[src/rtl/top_pkg.sv]
// Shared definitions for the pattern-count engine: FSM states, memory map, window-match helpers.
package top_pkg;

  typedef enum logic [2:0] {
    IDLE  = 3'd0,
    LOADP = 3'd1,
    SCAN  = 3'd2,
    WR0   = 3'd3,
    WR1   = 3'd4,
    WR2   = 3'd5,
    DONE  = 3'd6
  } state_e;

  localparam logic [7:0] PAT_ADDR  = 8'd32;
  localparam logic [7:0] CTB_ADDR  = 8'd33;
  localparam logic [7:0] CTO_ADDR  = 8'd34;
  localparam logic [7:0] CTS_ADDR  = 8'd35;
  localparam int         MSG_BYTES = 32;

  // Matches among b[4:0], b[5:1], b[6:2], b[7:3].
  function automatic logic [2:0] byte_hits(input logic [7:0] b, input logic [4:0] p);
    logic [2:0] n;
    n = '0;
    for (int k = 0; k < 4; k++) begin
      if (b[k +: 5] == p) n = n + 3'd1;
    end
    return n;
  endfunction

  // Windows straddling prev/cur: bits [11:7]..[8:4] of {prev,cur}.
  function automatic logic [2:0] cross_hits(input logic [7:0] prev, input logic [7:0] cur,
                                            input logic [4:0] p);
    logic [15:0] w;
    logic [2:0]  n;
    w = {prev, cur};
    n = '0;
    for (int k = 4; k < 8; k++) begin
      if (w[k +: 5] == p) n = n + 3'd1;
    end
    return n;
  endfunction

endpackage

[src/rtl/data_mem.sv]
// 256x8 data memory: combinational read, single synchronous write port, no reset on contents.
module data_mem (
  input  logic       clk_i,
  input  logic       we_i,
  input  logic [7:0] waddr_i,
  input  logic [7:0] wdata_i,
  input  logic [7:0] raddr_i,
  output logic [7:0] rdata_o
);

  logic [7:0] core [0:255];

  always_ff @(posedge clk_i) begin
    if (we_i) core[waddr_i] <= wdata_i;
  end

  assign rdata_o = core[raddr_i];

endmodule

[src/rtl/top_level.sv]
// Scans the 32-byte message for a 5-bit pattern and writes in-byte, per-byte and bit-string
// match counts back to memory; done is high 37 clocks after the start-sampling edge.
module top_level
  import top_pkg::*;
(
  input  logic clock,
  input  logic reset,
  input  logic start,
  output logic done
);

  state_e     state_q, state_d;
  logic [4:0] idx_q, idx_d;
  logic [4:0] pat_q, pat_d;
  logic [7:0] prev_q, prev_d;
  logic [7:0] ctb_q, ctb_d;
  logic [7:0] cto_q, cto_d;
  logic [7:0] cts_q, cts_d;
  logic       done_q, done_d;

  logic       mem_we;
  logic [7:0] mem_waddr, mem_wdata, mem_raddr, mem_rdata;
  logic [2:0] in_hits, x_hits;

  data_mem dm1 (
    .clk_i   (clock),
    .we_i    (mem_we),
    .waddr_i (mem_waddr),
    .wdata_i (mem_wdata),
    .raddr_i (mem_raddr),
    .rdata_o (mem_rdata)
  );

  assign in_hits = byte_hits(mem_rdata, pat_q);
  // Byte 0 has no predecessor, so no crossing windows there.
  assign x_hits  = (idx_q == 5'd0) ? 3'd0 : cross_hits(prev_q, mem_rdata, pat_q);

  always_ff @(posedge clock) begin
    if (reset) begin
      state_q <= IDLE;
      idx_q   <= '0;
      pat_q   <= '0;
      prev_q  <= '0;
      ctb_q   <= '0;
      cto_q   <= '0;
      cts_q   <= '0;
      done_q  <= 1'b0;
    end else begin
      state_q <= state_d;
      idx_q   <= idx_d;
      pat_q   <= pat_d;
      prev_q  <= prev_d;
      ctb_q   <= ctb_d;
      cto_q   <= cto_d;
      cts_q   <= cts_d;
      done_q  <= done_d;
    end
  end

  always_comb begin
    state_d   = state_q;
    idx_d     = idx_q;
    pat_d     = pat_q;
    prev_d    = prev_q;
    ctb_d     = ctb_q;
    cto_d     = cto_q;
    cts_d     = cts_q;
    done_d    = 1'b0;
    mem_we    = 1'b0;
    mem_waddr = CTB_ADDR;
    mem_wdata = ctb_q;
    mem_raddr = {3'b000, idx_q};

    case (state_q)
      IDLE: begin
        if (start) state_d = LOADP;
      end
      LOADP: begin
        mem_raddr = PAT_ADDR;
        pat_d     = mem_rdata[7:3];
        idx_d     = '0;
        prev_d    = '0;
        ctb_d     = '0;
        cto_d     = '0;
        cts_d     = '0;
        state_d   = SCAN;
      end
      SCAN: begin
        ctb_d  = ctb_q + 8'(in_hits);
        cto_d  = cto_q + 8'(in_hits != 3'd0);
        cts_d  = cts_q + 8'(in_hits) + 8'(x_hits);
        prev_d = mem_rdata;
        idx_d  = idx_q + 5'd1;
        if (idx_q == 5'(MSG_BYTES - 1)) state_d = WR0;
      end
      WR0: begin
        mem_we    = 1'b1;
        mem_waddr = CTB_ADDR;
        mem_wdata = ctb_q;
        state_d   = WR1;
      end
      WR1: begin
        mem_we    = 1'b1;
        mem_waddr = CTO_ADDR;
        mem_wdata = cto_q;
        state_d   = WR2;
      end
      WR2: begin
        mem_we    = 1'b1;
        mem_waddr = CTS_ADDR;
        mem_wdata = cts_q;
        state_d   = DONE;
      end
      DONE: begin
        // done is registered, so it follows one cycle behind entry to DONE.
        if (start) state_d = LOADP;
        else       done_d  = 1'b1;
      end
      default: state_d = IDLE;
    endcase
  end

  assign done = done_q;

endmodule

[config.mk]
export PLATFORM = sky130hd
export DESIGN_NAME = top_level
export DESIGN_NICKNAME = d
export VERILOG_FILES = /design/src/rtl/top_pkg.sv /design/src/rtl/data_mem.sv /design/src/rtl/top_level.sv
export SDC_FILE = /design/constraint.sdc
export NUM_CORES = 1
export LEC_CHECK = 0
export BUFFER_PORTS_ARGS = -buffer_cell sky130_fd_sc_hd__buf_2
export CORE_AREA = 10 10 47 49
export DETAILED_ROUTE_END_ITERATION = 12
export DIE_AREA = 0 0 57 59
export HOLD_SLACK_MARGIN = 0.15
export PLACE_DENSITY = 0.65
export SYNTH_ARGS = -nofsm -noshare
export SYNTH_HDL_FRONTEND = slang
export SYNTH_HIERARCHICAL = 1
export SYNTH_SLANG_ARGS = --single-unit
[constraint.sdc]
create_clock -name clock -period 1.4 [get_ports clock]
set_input_delay 0.07 -clock clock [delete_from_list [all_inputs] [get_ports clock]]
set_output_delay 0.07 -clock clock [all_outputs]
set_load 0.01 [all_outputs]
==> flow_summary.toml, run 1 <==
[grt]
grt_max_degree = 14
grt_pass1_vias = 448
globalRouteOverflowTotal = 0
grt_pass1_wl_um = 1856
antenna_found_initial = 0
grtUsageTotal = 0.06592

[sta]
max_slew.worst_pin.slew_ps = 428.5
rsz0062_at_grt = "no"
min_period_ps = 1332
post-route-period-util = 0.9518
finClkSkew_ps = 3.159
hold_viol = 0
timing.fmax_ghz = 0.7505
hold_slack_ps = 525.8
slew_headroom = 0.7140
setup_violations = 0
drv_slew = 0

[yosys]
yosysUniqueCellTypes = 26
yosysTopAreaCell = "dfxtp_1"
synth_area_um2 = 481.7
seq_area_frac_synth = 0.3740
yosysTopAreaCellShare = 0.3740
postSynthCellCount = 54
netlist_top_cells_area = "dfxtp_1, a21oi_1, ha_1, a22oi_1, nor2_1"
syn_nets = 59
ys_seq_elements = 9
ys_warn_count = 6
syn_avg_cell_area_um2 = 8.921

[placed_design]
portBuffers = 3
gp_congestion = 0.7346
dp_hpwl_um = 650.9
placedCellCount = 75

[routing]
vias_per_cell = 5.086
wire_per_inst_um = 11.96
wl_um = 969
dr.pass1.iters = 2
routed-via-count = 412
ant_nets = 0
first_iter_violations = 3
post-route-drc-count = 0

[worst_setup_path]
reg2reg_setup_slack_ps = 70
arrival_ps = 1480
cp.required_ps = 1550
cp_max_fo = 2
r2r-end = "idx_q[4]"
endpoint_kind = "flip-flop"
cp-start-kind = "flip-flop"
criticalPathCategory = "flip-flop to flip-flop"
reg2reg_depth = 6
rr_startpoint = "idx_q[1]"

[power]
power_density_nw_per_um2 = 949.9
p_leak_nw = 0.2253
total_power_w = 0.0005847
ir_worst_vdd_mv = 0.6087

[cts]
cts_tree = "done"
htree_levels = 1
cts_buffers = 3
cts-root-buf = "clkbuf_4"
cts_max_path_buffers = 2
post_cts.repair.setup_buffers = 0
clock_latency_ps = 260
cts.clk_slew.worst_paths_ps = 60
cts.sinks = 9

[floorplanning]
start_util = 0.3438
die_area_um2 = 3363
die_y_um = 59
core_area_um2 = 1401
chipWidth_um = 57
io_pins = 4
core.rowCount = 14

[finish]
drive_gt1_frac = 0.3077
nets = 71
n_antenna_cell = 0
synthToLayoutAreaGrowth_pct = 27.79
fin_cells = 81

[min_path]
hold_path_class = "flip-flop to flip-flop"
hp-start = "idx_q[3]"
hold_depth = 2
hold-path-endpoint = "idx_q[3]"

[status]
status = "completed"

[flow_run]
max-cap-violations = 0
==> flip-flops by register name, summed over array words and instances (netlist names) <==
signal	cells
done	1
idx_q	5
state_q	3
==> kinds of logic after synthesis <==
logic type	after synthesis	share of synthesized area
compound gates	17	0.2545
fa+ha+maj	2	0.05194
buf+inv	4	0.05194
flops	9	0.3740
mux	2	0.04156
simple gates	20	0.2260
==> worst max-delay path, cell delays in order, from the launching register on <==
cell and delay (ps):
dfxtp_2 330, ha_4 150, and3_4 180, ha_4 200, a22o_1 170, a22oi_1 130
nor2_1 50
==> how the worst max path moves through the flow <==
stage                     depth (start not counted)  endpoint  startpoint  slack, ps
after CTS                                         6  idx_q[4]    idx_q[1]         20
after detailed placement                          6  idx_q[4]    idx_q[1]        -20
after floorplan                                   6  idx_q[4]    idx_q[1]          6
after global routing                              6  idx_q[4]    idx_q[1]         20
final                                             6  idx_q[4]    idx_q[1]         70
after global placement                            6  idx_q[4]    idx_q[1]          5
==> cell usage after synthesis <==
cell type  number
o221ai_1        1
a22o_1          2
nor4b_1         1
a22oi_1         3
a21o_2          1
nand4bb_1       1
buf_2           2
o21bai_1        2
nand2_1         3
buf_6           1
a2111oi_2       1
mux2i_1         2
nor2_1          6
a21oi_1         5
nand2b_1        2
nand3b_1        1
nor4_1          1
ha_1            2
nand3_1         1
or2_2           1
buf_1           1
nor3_1          1
o21ai_0         2
nor2b_1         1
dfxtp_1         9
and3_1          1
==> cells in the final DEF, fill, tap and decap left out, drive strengths merged <==
cell and n:
nand3b 1, and3 1, nor4b 1, clkbuf 4, nor3 1, nand4bb 1
o21ai 2, a21o 1, dfxtp 9, nor4 1, a21oi 5, buf 9
a22o 2, nand2 3, ha 2, or2 1, o21bai 2, a22oi 3
nand2b 2, o221ai 1, a2111oi 1, nand3 1, nor2 6, nor2b 1
mux2i 2, dlygate4sd3 2
==> final cells by class <==
cell class	instances	area (µm²)
Timing Repair Buffer	11	80.08
Fill cell	143	785.8
Clock buffer	4	26.28
Sequential cell	9	182.7
Tap cell	16	20.02
Multi-Input combinational cell	41	306.5
==> metal layers <==
layer,GRT usage,wire (µm)
met5,0,0
met4,0.01007,0
met1,0.07914,502
met2,0.1023,413
met3,0.03648,53
==> stage by stage <==
stage | area, µm² | utilization | setup TNS, ps | setup WS [ps]
floorplan | 484.2 | - | 0 | 6.275
global placement | 539.3 | 0.3848 | 0 | 4.569
detailed placement | 539.3 | 0.3848 | -15.37 | -15.37
CTS | 615.6 | 0.4393 | 0 | 18.11
global route | 615.6 | 0.4393 | 0 | 17.88
finish | 615.6 | 0.4393 | 0 | 67.51
==> report_power, final <==
group          switching, W  internal [W]  total (W)
registers         0.0000260      0.000268   0.000294
clock network     0.0000900      0.000110   0.000200
logic             0.0000396     0.0000517  0.0000913
==> timing repair <==
item / CTS / global route
endpoints found under the hold margin: 9 / 0
pin swaps: 3 / 4
gates resized for setup: 5 / 0
setup endpoints to repair: 1 / 2
hold buffers: 2 / 0
(Power assumes the default switching activity.)
==> run 2, diff against run 1 <==
BUFFER_PORTS_ARGS = not set   (was -buffer_cell sky130_fd_sc_hd__buf_2)
DONT_BUFFER_PORTS = 1   (was not set)
PLACE_DENSITY = 0.62   (was 0.65)
==> run 2 against run 1 <==
Net effect:
- power fell by 2.5%
- die area did not move
- the flow now finishes with violations (hold timing)
- critical path depth did not move
==> flow_summary.toml, run 2 (same netlist as run 1, synthesis figures left out) <==
[worst_setup_path]
max_stage_delay_ps = 330
cp_max_fo = 2
endpoint_kind = "flip-flop"
cp-start-kind = "flip-flop"
path_common_cell = "ha_4"
arrival_ps = 1490
reg2reg_depth = 6
cp.required_ps = 1550
criticalPathCategory = "flip-flop to flip-flop"
worstPathCellList = "ha_4 > and3_4 > ha_4 > a22o_1 > a22oi_1 > nor2_1"
cpMaxStageDelayCell = "dfxtp_2"

[floorplanning]
die_y_um = 59
core_area_um2 = 1401
io_pins = 4
start_util = 0.3438
chipWidth_um = 57
core.rowCount = 14
die_area_um2 = 3363

[finish]
largest_reg_flops = 5
drive_gt1_frac = 0.2667
fill_cells = 142
n_antenna_cell = 0
nets = 66
largest_register = "idx_q"
seqCellArea_um2 = 182.7
synthToLayoutAreaGrowth_pct = 21.04
multi_input_area_um2 = 306.5
final_cell_mix = "dfxtp_1, nor2_1, a21oi_1, buf_4"
final_common_cell = "dfxtp_1"

[routing]
wl_um = 939
first_iter_violations = 1
vias_per_cell = 5.329
dr.pass1.iters = 3
routed-via-count = 405
post-route-drc-count = 0
wire_per_inst_um = 12.36
ant_nets = 0

[grt]
grt_pass1_vias = 388
grt_max_degree = 14
grtUsageTotal = 0.06531
globalRouteOverflowTotal = 0
grt_pass1_wl_um = 1704
antenna_found_initial = 0

[power]
power_density_nw_per_um2 = 977.7
total_power_w = 0.0005700
p_leak_nw = 0.2024
ir_worst_vdd_mv = 0.5023

[sta]
finalSetupTns_ps = 0
timing.fmax_ghz = 0.7437
post-route-period-util = 0.9605
hold_slack_ps = -127.9
slew_headroom = 0.7126
finClkSkew_ps = 3.390
drv_slew = 0
setup_slack_ps = 55.32
rsz0062_at_grt = "no"
hold_viol = 9
setup_violations = 0
max_slew.worst_pin.slew_ps = 430.5
min_period_ps = 1345

[min_path]
hold_path_class = "input port to flip-flop"
hold_depth = 1

[status]
violations = "hold timing"
status = "finished with violations"

[cts]
post_cts.repair.setup_buffers = 0
cts.sinks = 9
cts.clk_slew.worst_paths_ps = 60
cts_max_path_buffers = 2
cts-root-buf = "clkbuf_4"
clock_latency_ps = 260
htree_levels = 1
cts_buffers = 3
cts_tree = "done"
hold_buffers = 1

[placed_design]
dp_slack_ps = -1.480
portBuffers = 0
dp_hpwl_um = 674.2
gp_congestion = 0.6810

[flow_run]
max-cap-violations = 0
-- run 2: report_power, final --
| part | leakage (nW) | internal, W | switching [W] |
|---|---|---|---|
| clock | 0.0150 | 0.000110 | 0.0000865 |
| sequential | 0.0740 | 0.000268 | 0.0000188 |
| combinational | 0.113 | 0.0000452 | 0.0000421 |
-- run 2: final cells by class --
cell class / count / share of cell area
well taps: 16 / 0.03433
repair buffers: 6 / 0.08155
clock buffers: 4 / 0.04506
flip-flops and latches: 9 / 0.3133
multi-input cells: 41 / 0.5258
-- run 2: metrics by stage --
stage	std cells	area [µm²]	utilization
after floorplan	54	484.2	-
after global placement	71	516.7	0.3688
after detailed placement	71	516.7	0.3688
after CTS	76	573.1	0.4089
after global routing	76	583.1	0.4161
final	76	583.1	0.4161
-- run 2: final timing paths --
kind                  from  endpoint  slack [ps]
setup / recovery  idx_q[0]  idx_q[4]          60
hold / removal       reset  idx_q[1]        -130
setup reg to reg  idx_q[0]  idx_q[4]          60
hold reg to reg   idx_q[3]  idx_q[3]         520
-- run 2: repair_timing --
| action | CTS | global route |
|---|---|---|
| pin swaps | 4 | 2 |
| gates resized for setup | 4 | 1 |
| hold endpoints to repair | 9 | 9 |
| endpoints found under the setup margin | 1 | 2 |
-- run 2: worst max-delay path: cells and delay by family (launching register included) --
family,cells,cell delay [ps]
AND/OR/NAND/NOR,2,230
flip-flops,1,330
AO/OA/AOI/OAI,2,320
adder cells (fa/ha/maj),2,350
-- run 2: metal layers --
layer / wire, µm / vias to the layer above / GRT usage
li1: - / 210 / -
met1: 454 / 191 / 0.07024
met2: 440 / 2 / 0.09457
met3: 32 / 2 / 0.02790
met4: 11 / 0 / 0.06040
met5: 0 / - / 0
